[config.mk]
export PLATFORM = sky130hd
export DESIGN_NAME = sensors_average
export DESIGN_NICKNAME = d
export VERILOG_FILES = /design/src/rtl/sensors_average.sv
export SDC_FILE = /design/constraint.sdc
export NUM_CORES = 1
export LEC_CHECK = 0
export ABC_AREA = 1
export BUFFER_PORTS_ARGS = -buffer_cell sky130_fd_sc_hd__buf_4
export CAP_MARGIN = 5
export CORE_UTILIZATION = 55
export CTS_BUF_LIST = sky130_fd_sc_hd__clkbuf_2
export DETAILED_ROUTE_END_ITERATION = 8
export PLACE_DENSITY = 0.79
export REMOVE_ABC_BUFFERS = 1
export SYNTH_ARGS = -nofsm -noshare
export SYNTH_HDL_FRONTEND = slang
export SYNTH_SLANG_ARGS = --single-unit
[constraint.sdc]
create_clock -name clk_i -period 3.2 [get_ports clk_i]
set_input_delay 0.16 -clock clk_i [delete_from_list [all_inputs] [get_ports clk_i]]
set_output_delay 0.16 -clock clk_i [all_outputs]
set_load 0.01 [all_outputs]
[src/rtl/sensors_average.sv]
// Sequential sensor averager: snapshot, accumulate one sensor per cycle, 16-step restoring divide.
// Optional build macro SENSORS_AVG_RANGE_CHECK_EN drops readings above 100 as faulted sensors.
module sensors_average #(
  parameter int NR_SENSORS = 5,
  parameter int DATA_W     = 8
) (
  input  logic                         clk_i,
  input  logic                         rst_n_i,
  input  logic                         start_i,
  input  logic [NR_SENSORS*DATA_W-1:0] sensors_data_i,
  input  logic [NR_SENSORS-1:0]        sensors_en_i,
  output logic                         busy_o,
  output logic                         valid_o,
  output logic [15:0]                  temp_Q_o,
  output logic [15:0]                  temp_R_o,
  output logic [7:0]                   active_sensors_nr_o,
  output logic [1:0]                   dbg_state_o
);

  typedef enum logic [1:0] {IDLE, ACCUM, DIVIDE, DONE} state_t;

  localparam logic [3:0] LAST_IDX = 4'(NR_SENSORS - 1);

  state_t state, state_next;

  logic [NR_SENSORS*DATA_W-1:0] snap_data;
  logic [NR_SENSORS-1:0]        snap_en;
  logic [15:0]                  sum;
  logic [7:0]                   cnt;
  logic [3:0]                   idx;
  logic [3:0]                   step;
  logic [15:0]                  quo;
  logic [15:0]                  rem;

  logic [DATA_W-1:0] rd;
  logic              rd_en;
  logic              take;
  logic [15:0]       acc_sum_next;
  logic [7:0]        acc_cnt_next;
  logic [16:0]       rem_sh;
  logic              ge;
  logic [15:0]       q_next;
  logic [15:0]       r_next;

  assign busy_o      = (state != IDLE);
  assign valid_o     = (state == DONE);
  assign dbg_state_o = state;

  always_ff @(posedge clk_i or negedge rst_n_i) begin
    if (!rst_n_i) state <= IDLE;
    else          state <= state_next;
  end

  always_comb begin
    state_next = state;
    case (state)
      IDLE:    if (start_i) state_next = ACCUM;
      ACCUM:   if (idx == LAST_IDX) state_next = DIVIDE;
      DIVIDE:  if (step == 4'd15) state_next = DONE;
      DONE:    state_next = IDLE;
      default: state_next = IDLE;
    endcase
  end

  // Snapshot mux for the sensor currently being accumulated.
  always_comb begin
    rd    = '0;
    rd_en = 1'b0;
    for (int k = 0; k < NR_SENSORS; k++) begin
      if (idx == 4'(k)) begin
        rd    = snap_data[k*DATA_W +: DATA_W];
        rd_en = snap_en[k];
      end
    end
  end

`ifdef SENSORS_AVG_RANGE_CHECK_EN
  assign take = rd_en && (16'(rd) <= 16'd100);
`else
  assign take = rd_en;
`endif

  assign acc_sum_next = take ? (sum + 16'(rd)) : sum;
  assign acc_cnt_next = take ? (cnt + 8'd1) : cnt;

  // One restoring step; a zero count subtracts nothing and the result is masked at the end.
  assign rem_sh = {rem, quo[15]};
  assign ge     = (rem_sh >= {9'b0, cnt});
  assign r_next = ge ? 16'(rem_sh - {9'b0, cnt}) : rem_sh[15:0];
  assign q_next = {quo[14:0], ge};

  always_ff @(posedge clk_i or negedge rst_n_i) begin
    if (!rst_n_i) begin
      snap_data           <= '0;
      snap_en             <= '0;
      sum                 <= '0;
      cnt                 <= '0;
      idx                 <= '0;
      step                <= '0;
      quo                 <= '0;
      rem                 <= '0;
      temp_Q_o            <= '0;
      temp_R_o            <= '0;
      active_sensors_nr_o <= '0;
    end else begin
      case (state)
        IDLE: begin
          if (start_i) begin
            snap_data <= sensors_data_i;
            snap_en   <= sensors_en_i;
            sum       <= '0;
            cnt       <= '0;
            idx       <= '0;
          end
        end
        ACCUM: begin
          sum  <= acc_sum_next;
          cnt  <= acc_cnt_next;
          idx  <= idx + 4'd1;
          quo  <= acc_sum_next;
          rem  <= '0;
          step <= '0;
        end
        DIVIDE: begin
          quo  <= q_next;
          rem  <= r_next;
          step <= step + 4'd1;
          // Results land on the edge into DONE so they are visible with valid_o.
          if (step == 4'd15) begin
            temp_Q_o            <= (cnt == 8'd0) ? 16'd0 : q_next;
            temp_R_o            <= (cnt == 8'd0) ? 16'd0 : r_next;
            active_sensors_nr_o <= cnt;
          end
        end
        default: ;
      endcase
    end
  end

endmodule

==> impl_metrics.json <==
{
  "grt_pass1_wl_mm": 37.7,
  "fin_area_sq_mm": 0.0105,
  "min-delay-path-class": "in2reg",
  "numCtsBuffers": 17,
  "async_flop_share": 1.00,
  "p_leak_nw": 5.70,
  "ios": 92,
  "n_antenna_cell": 0,
  "path_cells": "inv_2 -> ha_2 -> inv_2 -> nor2_4 -> buf_4 -> nand2_1 -> nand3_1 -> o211ai_1 -> a31oi_1 -> ha_1 -> nand2_1 -> nand3_1 -> nand2_1 -> nand2_1 -> xor2_1 -> nand2_1 -> nand2_1 -> nand2_1 -> nand2_1",
  "netlist_instances": 1129,
  "fin_hold_ws_ns": 0.146,
  "synth-edff-count": 0,
  "rr_worst_depth": 19,
  "period_needed_ns": 3.00,
  "synth_xor_area_frac": 0.0221,
  "finalWorstSetupSlack_ns": 0.196,
  "endpoint": "sum[7]",
  "fin_crit_sh": 0.939,
  "rows": 44,
  "die_w_um": 125,
  "cts.sinks": 151,
  "io_buffers": 91,
  "drc": 16,
  "r2r_start": "idx[1]",
  "synth_flop_cell": "dfrtp_1",
  "r2r_end": "sum[7]",
  "worst-path-buf-inv": 3,
  "critPathTopFamily": "simple AND/OR/NAND/NOR gates",
  "vias": 8088,
  "synthMuxAreaShare": 0,
  "tightest_slew_ns": 0.588,
  "yosysWarnings": 0,
  "rrSetupSlack_ns": 0.20,
  "wire_per_inst_um": 14.7,
  "synth_compound_area_frac": 0.0715,
  "worstPathArrival_ns": 3.67,
  "antenna_found_initial": 0,
  "crit_type": "reg2reg",
  "synth-seq-cells": 151,
  "root_buffer": "clkbuf_2",
  "end_kind": "register",
  "grt_overflow": 0,
  "p_total_mw": 9.65,
  "violations": "DRC",
  "yosysUniqueCellTypes": 40,
  "synth_adder_area_share": 0.0484,
  "slowest_delay_ns": 0.47,
  "core_area_sq_mm": 0.0146,
  "tritoncts": "done",
  "yosysSeqAreaShare": 0.454,
  "start_kind": "register",
  "maxCapViolations": 0,
  "clock_latency_ns": 0.79,
  "grt_usage": 0.299,
  "status": "complete, but fails checks",
  "required_ns": 3.86,
  "power_density_mw_per_mm2": 917,
  "vias_per_cell": 5.34,
  "final_cells": 1516,
  "worst_path_max_delay_cell": "dfrtp_1",
  "final_nets": 1398,
  "htree_num_levels": 4,
  "die_y_um": 125,
  "skew_ns": 0.0435,
  "drive_gt1_frac": 0.134,
  "drtIter0Drc": 661,
  "antenna_left": 0,
  "synth_area_per_cell_sq_um": 7.38,
  "max_slew_margin": 0.608,
  "crit_fanout": 6,
  "critPathLaunch": "idx[1]",
  "post_dp_cell_area_sq_mm": 0.00922,
  "synthToLayoutAreaGrowth_pct": 26.3,
  "grt_pass1_vias": 8047,
  "wirelength_mm": 22.3,
  "finalHoldViolations": 0,
  "pre_cts_ws_ns": 0.0854,
  "critPathMostFrequentCell": "nand2_1",
  "setup_viol": 0,
  "slew_violations": 0,
  "start_util": 0.569,
  "clk_pin_slew_ns": 0.25,
  "clk_path_buf_depth": 2,
  "cp.depth": 19,
  "ir_drop_uv": 690,
  "grt_max_degree": 64,
  "die_area_sq_mm": 0.0156,
  "yosys.area_share.simple": 0.329,
  "max_freq_mhz": 333,
  "gp_congestion": 0.925,
  "placed_cells": 1387,
  "synth_top_family_by_area": "simple AND/OR/NAND/NOR gates",
  "syn_area_sq_mm": 0.00833,
  "dp_hpwl_mm": 13.7,
  "firstDrtPassIters": 7
}
-- tightest hold or removal path: cells and delay by family --
family	cells	cell delay, ns
compound gates	1	0.08
buf+inv	2	0.63
simple gates	1	0.05
-- worst min-delay path by stage --
| stage | from | end | slack, ns | cells past startpoint |
|---|---|---|---|---|
| after floorplan | rst_n_i | active_sensors_nr_o[0] | -0.14 | 0 |
| after global placement | rst_n_i | active_sensors_nr_o[3] | 0.18 | 1 |
| after detailed placement | rst_n_i | active_sensors_nr_o[3] | 0.19 | 1 |
| after CTS | sensors_data_i[25] | snap_data[25] | 0.08 | 4 |
| after global routing | sensors_data_i[25] | snap_data[25] | 0.11 | 4 |
| final | sensors_data_i[25] | snap_data[25] | 0.15 | 4 |
-- cells in the final DEF (no fill, tap or decap), types with 10 or more instances in the layout --
cell type	count
nor2_1	62
nand3_1	84
inv_1	117
ha_1	25
o22ai_1	14
a21oi_1	17
xor2_1	11
xnor2_1	10
o21ai_0	49
clkbuf_2	17
dlygate4sd3_1	92
dfrtp_1	149
nand4_1	21
buf_4	109
nand2_1	469
-- per-stage QoR --
stage | TNS (ns) | util
CTS | 0 | 0.713
detailed placement | 0 | 0.630
floorplan | -1.71 | -
global route | -0.0761 | 0.718
global placement | 0 | 0.630
finish | 0 | 0.718
-- sequential cells by signal (all words and copies together) (netlist names) --
register and cells:
active_sensors_nr_o 8, cnt 8, dbg_state_o 2, idx 4, quo 16, rem 16
snap_data 40, snap_en 5, step 4, sum 16, temp_Q_o 16, temp_R_o 16
-- power by group --
group	total (mW)	switching, mW	leakage [nW]	internal, mW
logic	5.65	3.51	3.54	2.14
registers	2.76	0.380	2.01	2.38
clock network	1.23	0.780	0.149	0.453
total	9.65	4.67	5.70	4.98
-- metal layers --
metal / vias to the layer above / GRT usage / routed length, um
met5: - / 0 / 0
met4: 0 / 0.126 / 788
met3: 80 / 0.0548 / 983
met2: 255 / 0.519 / 11100
met1: 3823 / 0.367 / 9400
li1: 3930 / - / -
-- Yosys cell counts (4+ instances only) --
| cell type | number | area [sq um] |
|---|---|---|
| o21ai_0 | 49 | 245 |
| ha_1 | 29 | 363 |
| xnor2_1 | 10 | 87.6 |
| o22ai_1 | 14 | 87.6 |
| inv_1 | 120 | 450 |
| dfrtp_1 | 151 | 3780 |
| nor2_1 | 63 | 236 |
| xor2_1 | 11 | 96.3 |
| nand2_4 | 4 | 45.0 |
| a31oi_1 | 7 | 43.8 |
| nand4_1 | 21 | 131 |
| clkbuf_1 | 23 | 86.3 |
| buf_2 | 6 | 30.0 |
| a21oi_1 | 17 | 85.1 |
| o211ai_1 | 7 | 52.6 |
| nand3_1 | 84 | 420 |
| nor3_1 | 7 | 35.0 |
| nand2_1 | 470 | 1760 |
-- kinds of logic (layout without fill, tap and decap cells) --
kind of cell | after synthesis | in the layout
adders and majority gates | 31 | 31
buffers and inverters | 160 | 363
and+or+nand+nor | 661 | 661
xor gates and xnor gates | 21 | 21
DFF | 151 | 151
AOI/OAI and AO/OA | 105 | 105
-- timing repair --
action / 4_1_cts / 5_1_grt
hold endpoints to repair: 214 / 0
buffers inserted: 0 / 4
hold buffers: 93 / 0
resized for setup: 0 / 17
setup endpoints to repair: 0 / 24
-- final cells by class --
cell class	count	area [sq um]
inverters	127	482
well taps	184	230
fillers	1108	4130
flip-flops and latches	151	3780
clock buffers	17	85.1
clock inverters	15	190
repair buffers	204	1790
multi-input cells	818	3960
No activity file was read; power rests on OpenSTA's default activity.
